**config.mk**
```make
export PLATFORM = sky130hd
export DESIGN_NAME = pmt_pulse_capture
export DESIGN_NICKNAME = d
export VERILOG_FILES = /design/src/rtl/fluorescence_pkg.sv /design/src/rtl/pulse_event_fifo.sv /design/src/rtl/pmt_pulse_capture.sv
export SDC_FILE = /design/constraint.sdc
export NUM_CORES = 1
export LEC_CHECK = 0
export CORE_UTILIZATION = 45
export CTS_CLUSTER_DIAMETER = 50
export CTS_CLUSTER_SIZE = 30
export DETAILED_ROUTE_END_ITERATION = 8
export GPL_ROUTABILITY_DRIVEN = 0
export GPL_TIMING_DRIVEN = 0
export PLACE_DENSITY = 0.72
export REMOVE_ABC_BUFFERS = 1
export SLEW_MARGIN = 20
export SYNTH_ARGS = -nofsm -noshare
export SYNTH_HDL_FRONTEND = slang
export SYNTH_SLANG_ARGS = --single-unit
```
**constraint.sdc**
```tcl
create_clock -name clock_50_mhz -period 4.5 [get_ports clock_50_mhz]
set_input_delay 0.45 -clock clock_50_mhz [delete_from_list [all_inputs] [get_ports clock_50_mhz]]
set_output_delay 0.45 -clock clock_50_mhz [all_outputs]
set_load 0.01 [all_outputs]
```
**src/rtl/fluorescence_pkg.sv**
```systemverilog
// Shared types and helpers for the photon-counting front end.
//   pmt_state_e  : pulse-acceptance FSM states
//   pmt_event_t  : tag record queued per accepted photon
//   CNT_W        : width of the saturating readout counters
//   sat_inc()    : increment that sticks at all-ones
package fluorescence_pkg;

  localparam int unsigned CNT_W   = 16;
  localparam int unsigned PHASE_W = 32;

  typedef enum logic [1:0] {
    ARMED    = 2'd0,
    DEAD     = 2'd1,
    WAIT_LOW = 2'd2
  } pmt_state_e;

  typedef struct packed {
    logic [PHASE_W-1:0] phase;
    logic               in_phase;
    logic               quadrature;
  } pmt_event_t;

  localparam int unsigned EVENT_W = $bits(pmt_event_t);

  function automatic logic [CNT_W-1:0] sat_inc(input logic [CNT_W-1:0] v);
    return (v == '1) ? v : v + CNT_W'(1);
  endfunction

endpackage

```
**src/rtl/pulse_event_fifo.sv**
```systemverilog
// Synchronous event FIFO with valid/ready read side.
//   clk_i, rst_ni : clock, async active-low reset
//   push_i/data_i : write request and payload (dropped when full unless a pop coincides)
//   valid_o/ready_i/data_o : head handshake; data_o is 0 while empty
//   level_o       : exact occupancy
//   full_o        : level_o == Depth
module pulse_event_fifo
  import fluorescence_pkg::*;
#(
  parameter int unsigned Width = EVENT_W,
  parameter int unsigned Depth = 8
) (
  input  logic                     clk_i,
  input  logic                     rst_ni,
  input  logic                     push_i,
  input  logic [Width-1:0]         data_i,
  output logic                     valid_o,
  input  logic                     ready_i,
  output logic [Width-1:0]         data_o,
  output logic [$clog2(Depth):0]   level_o,
  output logic                     full_o
);

  localparam int unsigned AW = $clog2(Depth);

  logic [Width-1:0] mem_q [Depth];
  logic [AW-1:0]    wptr_q, wptr_d, rptr_q, rptr_d;
  logic [AW:0]      level_q, level_d;
  logic             pop, push_ok;

  assign valid_o = (level_q != '0);
  assign full_o  = (level_q == (AW+1)'(Depth));
  assign pop     = valid_o & ready_i;
  // When full, the slot at wptr is the head being popped this cycle, so both may proceed.
  assign push_ok = push_i & (~full_o | pop);
  assign data_o  = valid_o ? mem_q[rptr_q] : '0;
  assign level_o = level_q;

  always_comb begin
    wptr_d  = wptr_q;
    rptr_d  = rptr_q;
    level_d = level_q;
    if (push_ok) wptr_d = wptr_q + AW'(1);
    if (pop)     rptr_d = rptr_q + AW'(1);
    if (push_ok && !pop)      level_d = level_q + (AW+1)'(1);
    else if (!push_ok && pop) level_d = level_q - (AW+1)'(1);
  end

  always_ff @(posedge clk_i or negedge rst_ni) begin
    if (!rst_ni) begin
      wptr_q  <= '0;
      rptr_q  <= '0;
      level_q <= '0;
    end else begin
      wptr_q  <= wptr_d;
      rptr_q  <= rptr_d;
      level_q <= level_d;
    end
  end

  // Storage needs no reset: the output is masked while empty.
  always_ff @(posedge clk_i) begin
    if (push_ok) mem_q[wptr_q] <= data_i;
  end

endmodule

```
**src/rtl/pmt_pulse_capture.sv**
```systemverilog
// PMT photon front end: synchronise, glitch-filter, dead-time gate, phase-tag and queue.
//   clock_50_mhz, reset_n : clock, async active-low reset
//   PMT_in                : asynchronous discriminator input
//   light_timer, in_phase, quadrature : modulation tags sampled at detection
//   clear_counts          : zeroes pileup_count / drop_count (wins over increments)
//   event_valid/ready, event_phase/in_phase/quadrature : queued event head
//   fifo_level            : queue occupancy
//   pileup_count          : rises rejected while dead, saturating
//   drop_count            : accepted pulses lost to a full queue, saturating
module pmt_pulse_capture
  import fluorescence_pkg::*;
#(
  parameter int unsigned SYNC_STAGES = 2,
  parameter int unsigned MIN_HIGH    = 1,
  parameter int unsigned DEAD_TIME   = 5,
  parameter int unsigned FIFO_DEPTH  = 8,
  parameter int unsigned PHASE_WIDTH = PHASE_W
) (
  input  logic                          clock_50_mhz,
  input  logic                          reset_n,
  input  logic                          PMT_in,
  input  logic [PHASE_WIDTH-1:0]        light_timer,
  input  logic                          in_phase,
  input  logic                          quadrature,
  input  logic                          clear_counts,
  output logic                          event_valid,
  input  logic                          event_ready,
  output logic [PHASE_WIDTH-1:0]        event_phase,
  output logic                          event_in_phase,
  output logic                          event_quadrature,
  output logic [$clog2(FIFO_DEPTH):0]   fifo_level,
  output logic [15:0]                   pileup_count,
  output logic [15:0]                   drop_count
);

  localparam int unsigned FCW = $clog2(MIN_HIGH + 1);
  localparam int unsigned DCW = $clog2(DEAD_TIME + 1);
  localparam logic [FCW-1:0] MinCnt = FCW'(MIN_HIGH);

  logic [SYNC_STAGES-1:0] sync_q;
  logic                   s;
  logic [FCW-1:0]         cnt_q, cnt_d;
  logic                   f_q, f_prev_q, rise;
  pmt_state_e             state_q, state_d;
  logic [DCW-1:0]         dead_q, dead_d;
  logic                   push_q, push_d;
  pmt_event_t             tag_q, tag_d, head;
  logic [EVENT_W-1:0]     head_raw;
  logic                   fifo_full, pop, pileup_inc, drop_inc;
  logic [CNT_W-1:0]       pileup_q, pileup_d, drop_q, drop_d;

  assign s = sync_q[SYNC_STAGES-1];

  // Run-length counter: saturates at MIN_HIGH while high, clears on any low sample.
  always_comb begin
    if (!s)                  cnt_d = '0;
    else if (cnt_q == MinCnt) cnt_d = cnt_q;
    else                     cnt_d = cnt_q + FCW'(1);
  end

  assign rise = f_q & ~f_prev_q;

  always_comb begin
    state_d    = state_q;
    dead_d     = dead_q;
    push_d     = 1'b0;
    tag_d      = tag_q;
    pileup_inc = 1'b0;
    unique case (state_q)
      ARMED: begin
        if (rise) begin
          push_d           = 1'b1;
          tag_d.phase      = PHASE_W'(light_timer);
          tag_d.in_phase   = in_phase;
          tag_d.quadrature = quadrature;
          dead_d           = DCW'(DEAD_TIME - 1);
          state_d          = DEAD;
        end
      end
      DEAD: begin
        pileup_inc = rise;
        if (dead_q == '0) state_d = f_q ? WAIT_LOW : ARMED;
        else              dead_d  = dead_q - DCW'(1);
      end
      WAIT_LOW: begin
        if (!f_q) state_d = ARMED;
      end
      default: state_d = ARMED;
    endcase
  end

  assign pop      = event_valid & event_ready;
  assign drop_inc = push_q & fifo_full & ~pop;

  always_comb begin
    pileup_d = pileup_q;
    drop_d   = drop_q;
    if (clear_counts) begin
      pileup_d = '0;
      drop_d   = '0;
    end else begin
      if (pileup_inc) pileup_d = sat_inc(pileup_q);
      if (drop_inc)   drop_d   = sat_inc(drop_q);
    end
  end

  always_ff @(posedge clock_50_mhz or negedge reset_n) begin
    if (!reset_n) begin
      sync_q   <= '0;
      cnt_q    <= '0;
      f_q      <= 1'b0;
      f_prev_q <= 1'b0;
      state_q  <= ARMED;
      dead_q   <= '0;
      push_q   <= 1'b0;
      tag_q    <= '0;
      pileup_q <= '0;
      drop_q   <= '0;
    end else begin
      sync_q   <= {sync_q[SYNC_STAGES-2:0], PMT_in};
      cnt_q    <= cnt_d;
      f_q      <= (cnt_d == MinCnt);
      f_prev_q <= f_q;
      state_q  <= state_d;
      dead_q   <= dead_d;
      push_q   <= push_d;
      tag_q    <= tag_d;
      pileup_q <= pileup_d;
      drop_q   <= drop_d;
    end
  end

  // The tag is staged one cycle before the queue, giving the fixed L = sync + filter + 1.
  pulse_event_fifo #(
    .Width (EVENT_W),
    .Depth (FIFO_DEPTH)
  ) u_fifo (
    .clk_i   (clock_50_mhz),
    .rst_ni  (reset_n),
    .push_i  (push_q),
    .data_i  (tag_q),
    .valid_o (event_valid),
    .ready_i (event_ready),
    .data_o  (head_raw),
    .level_o (fifo_level),
    .full_o  (fifo_full)
  );

  assign head             = head_raw;
  assign event_phase      = PHASE_WIDTH'(head.phase);
  assign event_in_phase   = head.in_phase;
  assign event_quadrature = head.quadrature;
  assign pileup_count     = pileup_q;
  assign drop_count       = drop_q;

endmodule

```
Yosys cells after proc, flatten, opt, wreduce, memory -nomap -nowiden
Memories as Yosys holds them, arrays and structs flattened.
Cells that the tools add are included.
W data, S select, Z words.
Operators by class
  reductions and logical operators: 16
  add/sub/neg operators: 8
  bitwise logic cells: 9
  mux-type cells: 24
  equality and inequality tests: 11
Operator list (count)
  $mux W16: 6
  $mux W34: 1
  $add A16 B1 Y16 const B: 2
  $eq A16 B16 Y1 const B: 2
  $ne A2 B2 Y1 const B: 6
  $mux W2: 4
  $mux W4: 2
  $reduce_bool A2 Y1: 4
  $mux W1: 7
  $add A3 B1 Y3 const B: 2
  $mux W3: 2
  $pmux W2 S3: 1
  $pmux W3 S2: 1
  $reduce_and A2 Y1: 3
  $reduce_and A3 Y1: 2
  $and A1 B1 Y1: 5
  $add A4 B1 Y4 const B: 1
  $eq A4 B4 Y1 const B: 1
  $reduce_bool A4 Y1: 1
  $sub A4 B1 Y4 const B: 1
  $logic_not A3 Y1: 1
  $not A1 Y1: 3
  $sub A3 B1 Y3 const B: 1
  $eq A2 B1 Y1 const B: 1
  6 further kinds: 8
Storage, ports and cells
  input port bits: 39
  output and inout bits: 71
  flip-flop bits (word level): 86
  logic and storage cells: 83
  memories kept: 1
  RAM bits: 272
Memories
  u_fifo.mem_q: depth 8, bits a word 34, read ports 1, clocked after memory_dff 0, wr ports 1, RTL line pulse_event_fifo.sv:26  | logic [Width-1:0] mem_q [Depth];

Depth between registers and ports, before layout
  depth in word-level cells: 8
  depth in mapped cells: 11
  depth with buffers taken out: 11

By module
A second synthesis with hierarchy kept.
Second synthesis, totals
  cell total of the unflattened synthesis: 761
  area, all modules: 14388.8 um^2
By module, submodules not included
  pulse_event_fifo: area each 10822.9 um^2, instances 1, cells each 463
  pmt_pulse_capture: area each 3565.9 um^2, instances 1, cells each 298

Least setup slack after synthesis
Ideal clock, no wire load.
  kind: register to register
  start: register u_fifo.level_q[0] (netlist: u_fifo.level_o[0])
  end: memory u_fifo.mem_q[1][0] in the netlist's numbering (enable)
  path buffers: 0
  period minus slack after synthesis: 4022 ps
  data arrival time: 3554 ps
  library setup time: 467 ps
  setup slack: 478 ps
  stages on the path, launching flop included: 5
  cells stage by stage: dfrtp_1 nor3_4 a31oi_1 nand2_1 nor3_1
On the way
  cells in the longest elaborated chain, start to end: 6
Ends and longest elaborated chain
  start, declared: RTL line pulse_event_fifo.sv:28  | logic [AW:0] level_q, level_d;
  start signal, assigned: RTL line pulse_event_fifo.sv:57  | level_q <= level_d;
  $reduce_bool A4 Y1 or $eq A4 B4 Y1 (tied branches): RTL line pulse_event_fifo.sv:31, pulse_event_fifo.sv:32
  $and A1 B1 Y1 or $not A1 Y1 (tied branches): RTL line pulse_event_fifo.sv:33, pulse_event_fifo.sv:35
  $or A1 B1 Y1 *: RTL line pulse_event_fifo.sv:35  | assign push_ok = push_i & (~full_o | pop);
  $and A1 B1 Y1 *: RTL line pulse_event_fifo.sv:35
  via u_fifo.push_ok: RTL line pulse_event_fifo.sv:29  | logic pop, push_ok;
  $mux W1 *: RTL line pulse_event_fifo.sv:63  | if (push_ok) mem_q[wptr_q] <= data_i;
  $mux W1 (not written as such) *: RTL line pulse_event_fifo.sv:63
  end, declared: RTL line pulse_event_fifo.sv:26
Mark *: on every way through the listed nets, which the timed path passes. The rest lies on a longest branch.

Worst setup path in the final report
  start: register u_fifo.rptr_q[0]
  end: output port event_quadrature
On the way
  cells in the longest elaborated chain, start to end: 2
Ends and longest elaborated chain
  start, declared: RTL line pulse_event_fifo.sv:27  | logic [AW-1:0] wptr_q, wptr_d, rptr_q, rptr_d;
  start signal, assigned: RTL line pulse_event_fifo.sv:56  | rptr_q <= rptr_d;
  $mem_v2 Z8 W34
  $mux W34: RTL line pulse_event_fifo.sv:36  | assign data_o = valid_o ? mem_q[rptr_q] : '0;
  end, declared: RTL line pmt_pulse_capture.sv:30  | output logic event_quadrature,
No other way between the ends.

==> flow_summary.yaml <==
yosys:
  synth_top_cells_by_area: "edfxtp_1 (57%), dfrtp_1 (15%), mux4_2 (11%)"
  synth_mux_area_frac: 0.1625
  synthAdderAreaFrac: 0.009252
  synth_top_area_frac: 0.5698
  synth_xor_area_frac: 0.01955
  ys_ff_latch: 358
  synth_warnings: 0
  synth_compound_area_frac: 0.01728
  yosys.area_share.simple: 0.05813
  ys_seq_area_frac: 0.7199
  syn_inst: 771
  synth_top_area_cell: "edfxtp_1"
  synth_top_family_by_area: "multiplexers"
  syn_area_mm2: 0.01433
  syn_avg_cell_area_um2: 18.59
  ys_types: 55
clock_network:
  clock_path_buffers: 3
  root_buffer: "clkbuf_16"
  cts_tree: "done"
  cts_max_level: 2
  clock_latency_ns: 0.52
  cts_sinks: 358
  cts_buffers: 34
  clkTransAtPathRegs_ns: 0.07
worst_hold_path:
  hold_depth: 0
  holdPathEnd: "f_q"
  min_from: "sync_q[1]"
  hp-class: "flop to flop"
drt:
  drc: 0
  drtIter0Drc: 477
  first_pass_iters: 7
  num_vias: 7412
  ant_nets: 0
  viasPerCell: 5.556
  routedWlPerCell_um: 21.26
  wl_mm: 28.36
global_routing:
  grt-busiest-layer: "met2"
  grt_util_met3: 0.03537
  antenna_found_initial: 1
  grt_max_degree: 59
  grt_pass1_vias: 7682
  grt.met2_usage: 0.2967
  grt_overflow: 0
  use_met1: 0.2490
  grt_use_total: 0.1799
  grt_pass1_wl_mm: 44.73
sta:
  setup_viol: 0
  fin_ws_ns: 1.024
  worst_pin_slew_ns: 0.7797
  finalHoldViolCount: 0
  maxSlewHeadroom: 0.4796
  rsz0062_at_grt: "no"
  fin_worst_skew_ns: 0.03177
  final.period_utilization: 0.7725
  slew_violations: 0
  setup_tns_ns: 0
  finalCriticalPeriod_ns: 3.476
  max_freq_ghz: 0.2877
worst_setup_path:
  rr_worst_depth: 7
  cp-end-kind: "output port"
  required_ns: 4.05
  r2r_setup_slack_ns: 1.44
  cp_common_cell: "buf_16"
  crit_path_max_incr_delay_ns: 0.63
  critPathArrivalTime_ns: 3.03
  worstSetupPathType: "flop to output port"
  path_cells: "buf_16, buf_16, mux4_2, mux2i_1, nor2_1, clkdlybuf4s50_1"
  path_max_fanout: 30
  r2r_end: "u_fifo.mem_q[0][13]"
  r2r_start: "u_fifo.level_o[0]"
  slowest_stage: "dfrtp_4"
  start_kind: "flop"
  cp-startpoint: "u_fifo.rptr_q[0]"
run_status:
  outcome: "finished, final reports clean"
run:
  drv_cap: 0
cells_and_area:
  diodes: 0
  post-route-util: 0.5650
  syn_to_final_growth_pct: 22.14
  drive_gt1_frac: 0.2399
  final_nets: 962
die:
  ios: 110
  die_y_um: 180.5
  core_area_mm2: 0.03099
  start_util: 0.4626
  fp.dieW_um: 180.5
  rows: 64
  die-area_mm2: 0.03257
place:
  place_ws_ns: 0.9881
  io_buffer_count: 109
  hpwlAfterDp_mm: 17.52
pwr:
  vdd_ir_drop_max_uv: 280.2
  powerDensity_mw_per_mm2: 620.6
  p_leak_uw: 0.006036
## worst max-delay path, delay by kind of cell, from the launching register on
kind,cells,cell delay [ns]
flip-flops,1,0.63
AND/OR/NAND/NOR,1,0.08
multiplexers,2,0.74
buffers and inverters,3,1.04
## repair_timing
action,CTS,global route
hold buffers,1,0
hold endpoints to repair,28,0
setup buffers,0,0
resized for setup,0,0
## layer usage
metal | wire length, um | vias up
li1 | - | 3316
met4 | 446 | 2
met1 | 12370 | 3849
met5 | 9 | -
met2 | 13900 | 211
met3 | 1640 | 34
## layout make-up
type	instances	area, um^2
multi-input combinational	371	3896
fill	2327	13480
sequential	358	10330
tap	396	495.5
clock inverter	24	292.8
inverter	10	37.54
clock buffer	37	893.4
timing repair buffer	138	1563
## placed cells by master (no fill, tap or decap), drive strengths merged, types with 2 or more instances in the layout
| cell type | instances |
|---|---|
| edfxtp | 272 |
| clkdlybuf4s50 | 107 |
| dfrtp | 86 |
| nor2 | 76 |
| mux4 | 68 |
| mux2 | 38 |
| mux2i | 37 |
| clkbuf | 37 |
| buf | 30 |
| inv | 24 |
| xnor2 | 20 |
| nand2 | 14 |
| nand3 | 12 |
| xor2 | 12 |
| nand4 | 11 |
| nor3 | 11 |
| ha | 9 |
| o21ai | 9 |
| clkinv | 8 |
| nor4 | 7 |
| nand2b | 6 |
| a211oi | 5 |
| and3 | 4 |
| a21oi | 4 |
| a2111oi | 4 |
| and4 | 3 |
| o211ai | 2 |
| nor2b | 2 |
| a21boi | 2 |
| nand4bb | 2 |
| nand4b | 2 |
## state kept, by name, indices dropped and copies added, names as in the netlist
name            count
u_fifo.mem_q      272
drop_count         16
state_q             2
dead_q              3
f_prev_q            1
tag_q              34
push_q              1
u_fifo.rptr_q       3
u_fifo.wptr_q       3
f_q                 1
sync_q              2
u_fifo.level_o      4
pileup_count       16
## stage by stage
| stage | cells | cell area (um^2) | total power [uW] | hold WS [ns] |
|---|---|---|---|---|
| 2_1_floorplan | 739 | 14180 | 6631 | 0.1544 |
| 3_3_place_gp | 1244 | 15770 | 7904 | 0.3327 |
| 3_5_place_dp | 1272 | 16310 | 8023 | 0.3364 |
| 4_1_cts | 1334 | 17510 | 11010 | 0.3506 |
| 5_1_grt | 1334 | 17510 | 11380 | 0.3619 |
| 6_report | 1334 | 17510 | 10870 | 0.3479 |
## how the worst max path moves through the flow
| stage | to | slack, ns | depth (start not counted) |
|---|---|---|---|
| 3_3_place_gp | u_fifo.mem_q[1][20] | -2.63 | 5 |
| 5_1_grt | event_quadrature | 0.83 | 6 |
| 4_1_cts | event_quadrature | 0.92 | 6 |
| 3_5_place_dp | u_fifo.mem_q[0][20] | 0.99 | 8 |
| 6_report | event_quadrature | 1.02 | 6 |
| 2_1_floorplan | event_in_phase | 0.42 | 3 |
## power by group
group          switching, uW  total [uW]  internal [uW]
registers                603        4940           4340
clock network           1380        2970           1600
logic                   1270        2950           1680
total                   3250       10900           7620
## kinds of logic after synthesis
kind of cell,Yosys count
DFF,358
and+or+nand+nor,155
muxes,143
buffers and inverters,42
xor gates and xnor gates,32
AOI/OAI and AO/OA,31
adders and majority gates,10
## cell usage after synthesis (all sizes together)
library cell and n:
clkbuf 15, o22ai 1, and4 3, nor3 11
nor3b 1, o21ai 9, nor2b 2, nand2 14
buf 17, nand3b 1, and3 4, xor2 12
xnor2 20, a21boi 2, nand2b 6, nor4 7
mux2i 37, fa 1, mux4 68, nand4bb 2
inv 10, and2 1, nand3 12, o211ai 2
or2 1, ha 9, a21oi 4, a221oi 1
a311oi 1, nand4 11, a2111oi 4, mux2 38
a21o 1, nor2 76, edfxtp 272, a31oi 1
dfrtp 86, or3b 1, a211oi 5, nand4b 2
Power figures use the tool's default switching activity.
